### config.mk
export PLATFORM = sky130hd
export DESIGN_NAME = osd_spi_sched_flat
export DESIGN_NICKNAME = d
export VERILOG_FILES = /design/src/rtl/osd_spi_sched_if.sv /design/src/rtl/osd_spi_sched.sv /design/src/flat_wrapper.sv
export SDC_FILE = /design/constraint.sdc
export NUM_CORES = 1
export LEC_CHECK = 0
export BUFFER_PORTS_ARGS = -buffer_cell sky130_fd_sc_hd__buf_2
export CAP_MARGIN = 20
export CORE_MARGIN = 5
export CORE_UTILIZATION = 35
export CTS_CLUSTER_SIZE = 24
export DETAILED_ROUTE_END_ITERATION = 10
export HOLD_SLACK_MARGIN = 0.15
export PLACE_DENSITY = 0.55
export SYNTH_ARGS = -nofsm -noshare
export SYNTH_HDL_FRONTEND = slang
export SYNTH_SLANG_ARGS = --single-unit
### constraint.sdc
create_clock -name clk_sys -period 4.26 [get_ports clk_sys]
set_input_delay 0.426 -clock clk_sys [delete_from_list [all_inputs] [get_ports clk_sys]]
set_output_delay 0.426 -clock clk_sys [all_outputs]
set_load 0.03 [all_outputs]
### src/rtl/osd_spi_sched_if.sv
// Requester-side bundle of osd_spi_sched: requests, command/length/payload inputs,
// and the one-hot grant, byte-consumed and done strobes returned to each requester.
interface osd_spi_sched_if;
  logic [1:0] req;
  logic [7:0] r0_cmd;
  logic [7:0] r1_cmd;
  logic [8:0] r0_len;
  logic [8:0] r1_len;
  logic [7:0] d0;
  logic [7:0] d1;
  logic [1:0] gnt;
  logic [1:0] byte_rd;
  logic [1:0] done;

  modport master (
    output req, r0_cmd, r1_cmd, r0_len, r1_len, d0, d1,
    input  gnt, byte_rd, done
  );

  modport slave (
    input  req, r0_cmd, r1_cmd, r0_len, r1_len, d0, d1,
    output gnt, byte_rd, done
  );
endinterface

### src/rtl/osd_spi_sched.sv
// Round-robin scheduler of two requesters onto the OSD SPI command port (mode 0, MSB first).
// OSD_SCHED_ENSHADOW_EN adds osd_en_state and skips 0x40-class commands that would not change it.
module osd_spi_sched #(
  parameter int CLK_DIV = 4,
  parameter int GAP     = 2
) (
  input  logic           clk_sys,
  input  logic           reset,
  osd_spi_sched_if.slave host,
  output logic           busy,
  output logic           SPI_SCK,
  output logic           SPI_SS3,
  output logic           SPI_DI
`ifdef OSD_SCHED_ENSHADOW_EN
  ,
  output logic           osd_en_state
`endif
);
  typedef enum logic [1:0] {ST_IDLE, ST_SHIFT, ST_END, ST_SKIP} state_t;

  state_t      state;
  state_t      state_nxt;
  logic [15:0] div_cnt;
  logic [15:0] gap_cnt;
  logic [2:0]  bit_cnt;
  logic [8:0]  remain;
  logic [7:0]  sreg;
  logic        sel;
  logic        rr;
  logic        half_end;
  logic        win;
  logic        grant;
  logic        fall;
  logic        load;
  logic        finish;
  logic        skip;
  logic [7:0]  win_cmd;
  logic [8:0]  win_len;

  assign half_end = (div_cnt == 16'(CLK_DIV - 1));
  // rr holds the last granted requester; on contention the other one wins
  assign win      = (host.req == 2'b11) ? ~rr : host.req[1];
  assign win_cmd  = win ? host.r1_cmd : host.r0_cmd;
  assign win_len  = win ? host.r1_len : host.r0_len;
  assign busy     = (state != ST_IDLE);
  assign SPI_DI   = sreg[7];

`ifdef OSD_SCHED_ENSHADOW_EN
  logic [7:0] cmd_l;
  assign skip = (win_cmd[7:3] == 5'b01000) && (win_cmd[0] == osd_en_state);
`else
  assign skip = 1'b0;
`endif

  always_ff @(posedge clk_sys) begin
    if (reset) state <= ST_IDLE;
    else       state <= state_nxt;
  end

  always_comb begin
    state_nxt = state;
    grant     = 1'b0;
    fall      = 1'b0;
    load      = 1'b0;
    finish    = 1'b0;
    case (state)
      ST_IDLE: begin
        if ((|host.req) && (gap_cnt >= 16'(GAP))) begin
          grant     = 1'b1;
          state_nxt = skip ? ST_SKIP : ST_SHIFT;
        end
      end
      ST_SHIFT: begin
        if (half_end && SPI_SCK) begin
          fall = 1'b1;
          if (bit_cnt == 3'd0) begin
            if (remain != 9'd0) load = 1'b1;
            else                state_nxt = ST_END;
          end
        end
      end
      ST_END: begin
        if (half_end) begin
          finish    = 1'b1;
          state_nxt = ST_IDLE;
        end
      end
      default: begin
        finish    = 1'b1;
        state_nxt = ST_IDLE;
      end
    endcase
  end

  always_ff @(posedge clk_sys) begin
    if (reset) begin
      div_cnt      <= '0;
      gap_cnt      <= 16'(GAP);
      bit_cnt      <= '0;
      remain       <= '0;
      sreg         <= '0;
      sel          <= 1'b0;
      rr           <= 1'b1;
      host.gnt     <= '0;
      host.byte_rd <= '0;
      host.done    <= '0;
      SPI_SCK      <= 1'b0;
      SPI_SS3      <= 1'b1;
    end else begin
      host.byte_rd <= '0;
      host.done    <= '0;
      if ((state == ST_IDLE) && (gap_cnt < 16'(GAP))) gap_cnt <= gap_cnt + 16'd1;
      if ((state == ST_SHIFT) || (state == ST_END)) div_cnt <= half_end ? '0 : div_cnt + 16'd1;
      if ((state == ST_SHIFT) && half_end) SPI_SCK <= ~SPI_SCK;
      if (grant) begin
        sel      <= win;
        host.gnt <= win ? 2'b10 : 2'b01;
        sreg     <= win_cmd;
        remain   <= (win_len > 9'd256) ? 9'd256 : win_len;
        bit_cnt  <= 3'd7;
        div_cnt  <= '0;
        SPI_SS3  <= skip;
      end
      // bit_cnt wraps 0 -> 7 on its own when the next byte is loaded
      if (fall) begin
        sreg    <= {sreg[6:0], 1'b0};
        bit_cnt <= bit_cnt - 3'd1;
      end
      if (load) begin
        sreg         <= sel ? host.d1 : host.d0;
        remain       <= remain - 9'd1;
        host.byte_rd <= sel ? 2'b10 : 2'b01;
      end
      if (finish) begin
        SPI_SS3   <= 1'b1;
        host.gnt  <= '0;
        host.done <= sel ? 2'b10 : 2'b01;
        rr        <= sel;
        gap_cnt   <= '0;
      end
    end
  end

`ifdef OSD_SCHED_ENSHADOW_EN
  always_ff @(posedge clk_sys) begin
    if (reset) begin
      cmd_l        <= '0;
      osd_en_state <= 1'b0;
    end else begin
      if (grant) cmd_l <= win_cmd;
      if (finish && (cmd_l[7:3] == 5'b01000)) osd_en_state <= cmd_l[0];
    end
  end
`endif
endmodule

### src/flat_wrapper.sv
// flat-port wrapper written by rule: the top's interface ports become plain ports
module osd_spi_sched_flat 
#(
  parameter int CLK_DIV = 4,
  parameter int GAP     = 2
)
  (clk_sys, reset, busy, SPI_SCK, SPI_SS3, SPI_DI, host_req, host_r0_cmd, host_r1_cmd, host_r0_len, host_r1_len, host_d0, host_d1, host_gnt, host_byte_rd, host_done);
  osd_spi_sched_if host_i ();
  input  logic clk_sys;
  input  logic reset;
  output logic busy;
  output logic SPI_SCK;
  output logic SPI_SS3;
  output logic SPI_DI;
  input wire logic [$bits(host_i.req)-1:0] host_req;
  input wire logic [$bits(host_i.r0_cmd)-1:0] host_r0_cmd;
  input wire logic [$bits(host_i.r1_cmd)-1:0] host_r1_cmd;
  input wire logic [$bits(host_i.r0_len)-1:0] host_r0_len;
  input wire logic [$bits(host_i.r1_len)-1:0] host_r1_len;
  input wire logic [$bits(host_i.d0)-1:0] host_d0;
  input wire logic [$bits(host_i.d1)-1:0] host_d1;
  output wire logic [$bits(host_i.gnt)-1:0] host_gnt;
  output wire logic [$bits(host_i.byte_rd)-1:0] host_byte_rd;
  output wire logic [$bits(host_i.done)-1:0] host_done;
  assign host_i.req = host_req;
  assign host_i.r0_cmd = host_r0_cmd;
  assign host_i.r1_cmd = host_r1_cmd;
  assign host_i.r0_len = host_r0_len;
  assign host_i.r1_len = host_r1_len;
  assign host_i.d0 = host_d0;
  assign host_i.d1 = host_d1;
  assign host_gnt = host_i.gnt;
  assign host_byte_rd = host_i.byte_rd;
  assign host_done = host_i.done;
  osd_spi_sched #(.CLK_DIV(CLK_DIV), .GAP(GAP)) u_core (.clk_sys(clk_sys), .reset(reset), .host(host_i), .busy(busy), .SPI_SCK(SPI_SCK), .SPI_SS3(SPI_SS3), .SPI_DI(SPI_DI));
endmodule
==> summary.txt <==
outcome: finished clean
Final Setup Violations: 0
max-slew violation count: 0
final antenna-violating net count: 0
Critical Path Source Type: flip-flop
worst-margin pin slew: 1.03 ns
fin crit share: 61.7%
Syn Std Cell Area: 3180 um2
Yosys Warn Count: 0
final wirelength: 7.47 mm
dpl cell area: 3560 um2
initial antenna violation count: 0
required time worst endpoint: 4.52 ns
DIE AREA: 11,100 um2
register-to-register setup slack: 1.63 ns
simple-gate share of the synthesized area: 25.9%
crit path kind: reg -> reg
register area: 1280 um2
relative slew slack: 31.0%
die height: 105 um
Root Buffer Master: clkbuf_8
crit path DAT: 2.89 ns
total global routing overflow: 0
GP Congestion: 0.811
Syn Nets: 437
cell taking the most area after synthesis: dfxtp_1
Synth cell types: 47
CTS Buffer Depth: 2
ys async rst share: 0%
setup TNS: 0 ns
Hold Slack: 0.459 ns
CTS tree: built
top cells by area, synth: dfxtp_1 (40%), mux2i_1 (7.9%), nor2_1 (5.4%), a21oi_1 (4.4%), ha_1 (3.9%)
drt drc: 0
Final Hold Viols: 0
FP Rows: 34
worst-path fanout max: 10
CTS Buf Count: 9
Final Skew: 0.00975 ns
most frequent cells in the layout: dfxtp_1 (64), buf_2 (63), nor2_1 (46)
post-synth top area share: 40.3%
GRT Total Usage: 13.5%
Post-synth EDFFs: 0
Synth Instances: 373
maximum VDD drop: 0.000234 V
Tmin final: 2.63 ns
Hold Crit Class: reg -> reg
antenna cells: 0
leading register cell type out of synthesis: dfxtp_1
Post-layout nets: 493
worst skew pair latency: 0.34 ns
fillers: 909
number of synthesized register bits: 64
largest net degree at the start of global routing: 28
Post-CTS Setup Bufs: 0
layout cells sized above 1: 20.0%
post-cts resize count: 0
post-synthesis sequential area ratio: 40.3%
MaxCap Viol Count: 0
hold_buf cts: 0
post-synthesis adder-cell area fraction: 3.94%
unrepaired setup endpoints after global routing: false
Synth Area in XOR/XNOR: 3.59%
vias per std cell: 5.20
first-pass detailed-route iteration total: 4
footprint of the multi-input gates: 1750 um2
Finished Cell Area: 3780 um2
DR vias: 2,817
Lkg Pwr: 1.53 nW
starting density of the core: 36.2%
hpwl dp: 5.54 mm
first-pass GRT wire length: 12.6 mm
Synth-to-Final Area Change: 19.0%
I/O pins: 64
core area: 8760 um2
syn_area_per_cell: 8.51 um2
Die Width: 105 um
crit end category: flip-flop
vias in the first global route: 2,828
CTS Sinks: 64
Synth Area in Compound Gates: 13.5%
H-tree depth: 3
combinational family with the most area after synthesis: simple AND/OR/NAND/NOR gates
most common cell after layout, fill and taps aside: dfxtp_1
clock slew at reported path FFs: 0.07 ns
Buffers on Ports: 63
Routed WL per cell: 13.8 um
multiplexer area fraction after synthesis: 7.88%
Initial DRC Count: 68
Power Density: 576 nW/um2
f_max: 380 MHz
==> through the flow <==
stage	setup slack, ns	power (mW)	std cells	util (%)
2_1_floorplan	2.02	1.40	373	-
3_5_place_dp	1.69	1.61	526	40.6
5_1_grt	1.41	2.33	542	43.1
6_report	1.63	2.18	542	43.1
3_3_place_gp	1.75	1.59	526	40.6
4_1_cts	1.64	2.20	542	43.1
==> critical path, cell delays in order, from the launching register on <==
cell and delay [ns]:
dfxtp_1 0.42, ha_1 0.33, nor4b_2 0.24, and4_1 0.43, nand4_4 0.21, or3b_1 0.44
or3_1 0.31, a31oi_1 0.17
==> registers in the layout, indices dropped and copies added, names as in the netlist <==
name / count
u_core.sel: 1
u_core.sreg: 8
u_core.SPI_SCK: 1
u_core.div_cnt: 16
u_core.bit_cnt: 3
u_core.host.byte_rd: 2
u_core.host.gnt: 2
u_core.remain: 9
u_core.state: 2
u_core.SPI_SS3: 1
u_core.rr: 1
u_core.gap_cnt: 16
u_core.host.done: 2
==> synth_stat cells, types with 2 or more instances <==
cell type	n
a211o_1	2
a211oi_1	7
a21oi_1	28
a31oi_1	5
and2_1	13
and3_1	6
and4_1	2
buf_2	4
buf_4	2
clkbuf_1	12
dfxtp_1	64
ha_1	10
inv_1	16
mux2i_1	25
nand2_1	17
nand2b_1	4
nand3_1	7
nand4_1	9
nor2_1	46
nor2b_1	2
nor3_1	21
nor3b_1	2
nor4_1	12
o211ai_1	2
o21ai_0	6
o21ai_1	2
o22ai_1	8
or2_2	2
or3_1	7
or4_1	2
xnor2_1	3
xor2_1	10
==> power by group <==
part | internal [mW] | switching (mW) | total, mW | leakage (nW)
clock | 0.345 | 0.236 | 0.581 | 0.106
sequential | 0.698 | 0.0825 | 0.780 | 0.521
combinational | 0.305 | 0.510 | 0.815 | 0.900
==> per-layer routing <==
layer,global-route usage [%],vias up,wire length (um)
li1,-,1454,-
met1,16.7,1292,3520
met2,22.9,59,3600
met3,2.51,12,248
met4,5.94,0,107
met5,0,-,0
==> cells by family (layout without fill, tap and decap cells) <==
kind of cell	Yosys count	count (layout)
XOR/XNOR	13	13
AO/OA/AOI/OAI	69	69
adder cells (fa/ha/maj)	10	10
multiplexers	25	25
buffers and inverters	36	97
AND/OR/NAND/NOR	156	156
flip-flops	64	64
==> layout make-up <==
| cell class | count | share of cell area, % |
|---|---|---|
| Inverter | 16 | 1.59 |
| Clock buffer | 11 | 3.74 |
| Timing Repair Buffer | 65 | 8.74 |
| Multi-Input combinational cell | 273 | 46.3 |
| Sequential cell | 64 | 33.9 |
| Tap cell | 108 | 3.58 |
| Clock inverter | 5 | 2.12 |
==> final timing paths <==
| check | start | endpoint | cells past startpoint |
|---|---|---|---|
| hold / removal | u_core.gap_cnt[13]$_SDFFE_PP0P_ | u_core.gap_cnt[13]$_SDFFE_PP0P_ | 1 |
| setup / recovery | u_core.div_cnt[0]$_SDFFE_PP0P_ | u_core.remain[7]$_SDFFE_PP0P_ | 7 |
| hold reg to reg | u_core.gap_cnt[13]$_SDFFE_PP0P_ | u_core.gap_cnt[13]$_SDFFE_PP0P_ | 1 |
| setup reg to reg | u_core.div_cnt[0]$_SDFFE_PP0P_ | u_core.remain[7]$_SDFFE_PP0P_ | 7 |
Power figures use the tool's default switching activity.
